File: src/rtl/mux_4_1_arbiter.sv
// Round-robin arbiter driving a registered 4:1 mux select.
// The owner keeps the grant for up to MAX_HOLD consecutive cycles.
module mux_4_1_arbiter #(
  parameter int MAX_HOLD = 8
) (
  input  logic       clk,
  input  logic       rst_n,
  input  logic [3:0] req,
  input  logic [3:0] din,
  output logic [3:0] gnt,
  output logic       s1,
  output logic       s0,
  output logic       y,
  output logic       busy,
  output logic       state_dbg,
  output logic [3:0] cnt_dbg,
  output logic [1:0] ptr_dbg
);

  localparam logic [0:0] IDLE  = 1'b0;
  localparam logic [0:0] GRANT = 1'b1;
  localparam logic [3:0] HOLD_MAX = 4'(MAX_HOLD);

  logic [0:0] state;
  logic [3:0] cnt;
  logic [1:0] ptr;
  logic [1:0] sel;
  logic [1:0] rel_ptr;
  logic [2:0] pick_idle;
  logic [2:0] pick_rel;
  logic       keep;

  // Returns {found, index} of the first requester at or after p, wrapping mod 4.
  function automatic logic [2:0] pick(input logic [3:0] r, input logic [1:0] p);
    logic [2:0] res;
    logic [1:0] idx;
    res = 3'b000;
    for (int k = 3; k >= 0; k--) begin
      idx = p + 2'(k);
      if (r[idx]) res = {1'b1, idx};
    end
    return res;
  endfunction

  always_comb begin
    rel_ptr   = sel + 2'd1;
    pick_idle = pick(req, ptr);
    pick_rel  = pick(req, rel_ptr);
    keep      = req[sel] && (cnt < HOLD_MAX);
  end

  // In GRANT, sel is the owner; on release the search restarts just past it.
  always_ff @(posedge clk or negedge rst_n) begin
    if (!rst_n) begin
      state <= IDLE;
      gnt   <= 4'b0000;
      sel   <= 2'd0;
      busy  <= 1'b0;
      cnt   <= 4'd0;
      ptr   <= 2'd0;
    end else if (state == IDLE) begin
      if (pick_idle[2]) begin
        state <= GRANT;
        sel   <= pick_idle[1:0];
        gnt   <= 4'b0001 << pick_idle[1:0];
        busy  <= 1'b1;
        cnt   <= 4'd1;
      end
    end else begin
      if (keep) begin
        cnt <= cnt + 4'd1;
      end else begin
        ptr <= rel_ptr;
        if (pick_rel[2]) begin
          sel <= pick_rel[1:0];
          gnt <= 4'b0001 << pick_rel[1:0];
          cnt <= 4'd1;
        end else begin
          state <= IDLE;
          gnt   <= 4'b0000;
          busy  <= 1'b0;
          cnt   <= 4'd0;
        end
      end
    end
  end

  assign s1        = sel[1];
  assign s0        = sel[0];
  assign y         = din[sel];
  assign state_dbg = state;
  assign cnt_dbg   = cnt;
  assign ptr_dbg   = ptr;

endmodule

File: config.mk
export PLATFORM = sky130hd
export DESIGN_NAME = mux_4_1_arbiter
export DESIGN_NICKNAME = d
export VERILOG_FILES = /design/src/rtl/mux_4_1_arbiter.sv
export SDC_FILE = /design/constraint.sdc
export NUM_CORES = 1
export LEC_CHECK = 0
export ABC_CLOCK_PERIOD_IN_PS = 4000
export BUFFER_PORTS_ARGS = -buffer_cell sky130_fd_sc_hd__buf_2
export CORE_UTILIZATION = 45
export DETAILED_ROUTE_END_ITERATION = 8
export GPL_TIMING_DRIVEN = 0
export PLACE_DENSITY = 0.7
export SYNTH_ARGS = -nofsm -noshare
export SYNTH_HDL_FRONTEND = slang
export SYNTH_SLANG_ARGS = --single-unit
export TNS_END_PERCENT = 100
File: constraint.sdc
create_clock -name clk -period 4 [get_ports clk]
set_input_delay 0.8 -clock clk [delete_from_list [all_inputs] [get_ports clk]]
set_output_delay 0.8 -clock clk [all_outputs]
set_load 0.01 [all_outputs]
==> run metrics <==
via count ~830; Max Fclk approximately 430 MHz; status complete, no violations; I/O pins 25; Req. time, crit path roughly 3200 ps; routed vias/inst around 5.2; worst-path cell chain buf_2, mux4_1, buf_2; Antenna Violating Nets Remaining 0; setup TNS 0 ps; Critical Path Source din[1]; M1 WL approximately 910 um; Post-CTS Setup Bufs 0; min Tclk post-route 2320 ps; slowest CP cell mux4_1; Static Leak ~0.00054 uW; n_diodes 0; Chip Height 47.8 um; CP startpoint kind input pin; core area about 0.0020 mm^2; cts bufs inserted 3; Clk pin slew, worst setup/hold paths ~80 ps; drt initial violations 22; Mapped Avg Cell Area 9.10 um^2; Detailed Place HPWL approximately 1.4 mm; xor/xnor cell area share of the yosys netlist around 1.9%; largest area contributor in the netlist dfrtp_1; number of port buffers 23; Unique masters post-synth 38; Setup Viol. Count Final 0; relative max-transition margin approximately 68%; Cell Area, Synth 946 um^2; H-tree levels 1; compound-gate portion of the synthesized area a little under a quarter; Layout area overhead 19.6%; clk_lat worst skew 280 ps; drt pass-1 iters 4; Resized cells post-CTS 0; fin. max-slew vios 0; most frequent cells in the layout buf_2 (25), dfrtp_1 (14), nand2_1 (12); Met3 Wirelength slightly above 90 um; Die X 47.8 um; layout cell share with drive strength beyond 1 approximately 30%; crit-path max cell delay between 400 and 500 ps; Final Cell Area between 0.001 and 0.0015 mm^2; Synth Register Bits 14; final period utilization between 50% and 60%; CTS sink cnt 14; max-cap violation count 0; CP Class in2out; Crit Path Max Fanout 1; CP arrival ~1500 ps; Rows 16; largest net degree at the start of global routing 15; first-pass GRT wire length about 3.0 mm; met2 wire length 879 um; # nets final 143; Die Area 0.00229 mm^2; initial antenna violation count 0; Fin. Hold Viols 0; Hold Buf Count CTS 0; GPL Wtd Cong slightly below 0.8; Buf/Inv on CP 2; Residual DRC 0; Root Driver clkbuf_4; starting density of the core 48.2%; most common cell after layout, fill and taps aside buf_2; Yosys top cell area share 37.0%; CP top delay family multiplexers; Post-Synth Adder-Cell Area 1.32%; GRT Total Usage a little under a fifth; Syn Inst Count 104; Avg WL per Cell 12.0 um; vias in the first global route between 700 and 800; Util after Layout 57.7%; CTS max path bufs 2; post-synthesis simple-gate area fraction a little under a quarter; Max Clock Skew roughly 1.9 ps; Crit Reg-Reg Startpoint sel[0]$_DFFE_PN0P_; Synth warnings 0; largest family of logic cells by synthesized area simple AND/OR/NAND/NOR gates; grt total ovfl 0; main area contributors after synthesis dfrtp_1 (37%), o21ai_0 (5.3%), nand2_1 (4.8%), nand2b_1 (4.6%), nor2_1 (4.0%); RSZ-0062 raised after global routing false; mux contribution to synthesized area between 6 and 7%; CTS tree built; Critical Path End Type primary output; Hold Path Class in2async; final WL roughly 1.9 mm; Post-DP Area roughly 0.0011 mm^2; power density cells just under 700 mW/mm^2; VDD IR max 0.395 mV; top layer in use met4; worst slew pin tran between 400 and 500 ps; Synth Net Count between 100 and 150; sequential fraction of the synthesis area a little under two fifths; cell mode on critical path buf_2
state kept, by name (all words and copies together) (netlist names):
name and flops:
busy 1, cnt_dbg 4, gnt 4, ptr_dbg 2, sel 2, state_dbg 1
routing by layer:
layer | up-vias | GRT usage (%)
li1 | 421 | -
met1 | 382 | 25.7
met2 | 20 | 29.2
met3 | 2 | 2.26
met4 | 0 | 9.44
met5 | - | 0
cell type report:
type                       count  area (um^2)
buffer                         7         47.5
clock buffer                   4         36.3
fill                         200          831
inverter                       6         22.5
multi-input combinational     77          526
sequential                    14          350
tap                           27         33.8
timing repair buffer          23          115
kinds of logic after synthesis:
| logic type | Yosys count |
|---|---|
| and+or+nand+nor | 41 |
| buffers and inverters | 13 |
| xor gates and xnor gates | 2 |
| DFF | 14 |
| adders and majority gates | 1 |
| muxes | 3 |
| AOI/OAI and AO/OA | 30 |
worst reg2reg max path: cells and delay by family, from the launching register on:
family,cells,cell delay [ps]
muxes,1,510
DFF,1,360
and+or+nand+nor,1,140
AOI/OAI and AO/OA,3,490
buffers and inverters,2,280
worst paths after layout:
kind / endpoint / slack [ps] / cells after the start
worst max-delay path: y / 1680 / 3
worst min-delay path: gnt[3]$_DFFE_PN0P_ / 400 / 1
worst max register to register: gnt[3]$_DFFE_PN0P_ / 2130 / 7
worst min register to register: gnt[3]$_DFFE_PN0P_ / 490 / 1
max in group asynchronous: ptr_dbg[0]$_DFFE_PN0P_ / 3370 / 1
min in group clk: gnt[3]$_DFFE_PN0P_ / 490 / 1
synth_stat cells, drive strengths merged:
| master | n |
|---|---|
| nand2 | 12 |
| a2111oi | 1 |
| and3 | 1 |
| ha | 1 |
| xnor2 | 1 |
| nor4 | 1 |
| a2bb2o | 1 |
| o21ai | 10 |
| buf | 5 |
| o221ai | 1 |
| o22ai | 1 |
| clkbuf | 2 |
| dfrtp | 14 |
| nor3 | 3 |
| nand3 | 3 |
| xor2 | 1 |
| o21bai | 1 |
| a31oi | 3 |
| nand4bb | 1 |
| a21oi | 5 |
| mux4 | 2 |
| nand2b | 7 |
| nor2 | 10 |
| a21bo | 1 |
| a211o | 2 |
| nor2b | 2 |
| o21a | 1 |
| nand4 | 1 |
| mux2i | 1 |
| inv | 6 |
| a221oi | 1 |
| a22o | 2 |
report_power, final:
part	internal (uW)	switching [uW]	leakage (uW)
clock	55.4	44.8	0.0000210
combinational	208	220	0.000354
sequential	201	42.9	0.000169
total	465	308	0.000544
metrics by stage:
stage / hold slack [ps] / cells / setup WS, ps / power [uW]
6_report: 396 / 158 / 1680 / 773
5_1_grt: 425 / 158 / 1630 / 846
4_1_cts: 408 / 158 / 1680 / 782
3_5_place_dp: 476 / 154 / 1680 / 681
3_3_place_gp: 472 / 154 / 1680 / 668
2_1_floorplan: 504 / 104 / 1800 / 559
No activity file was read; power rests on OpenSTA's default activity.
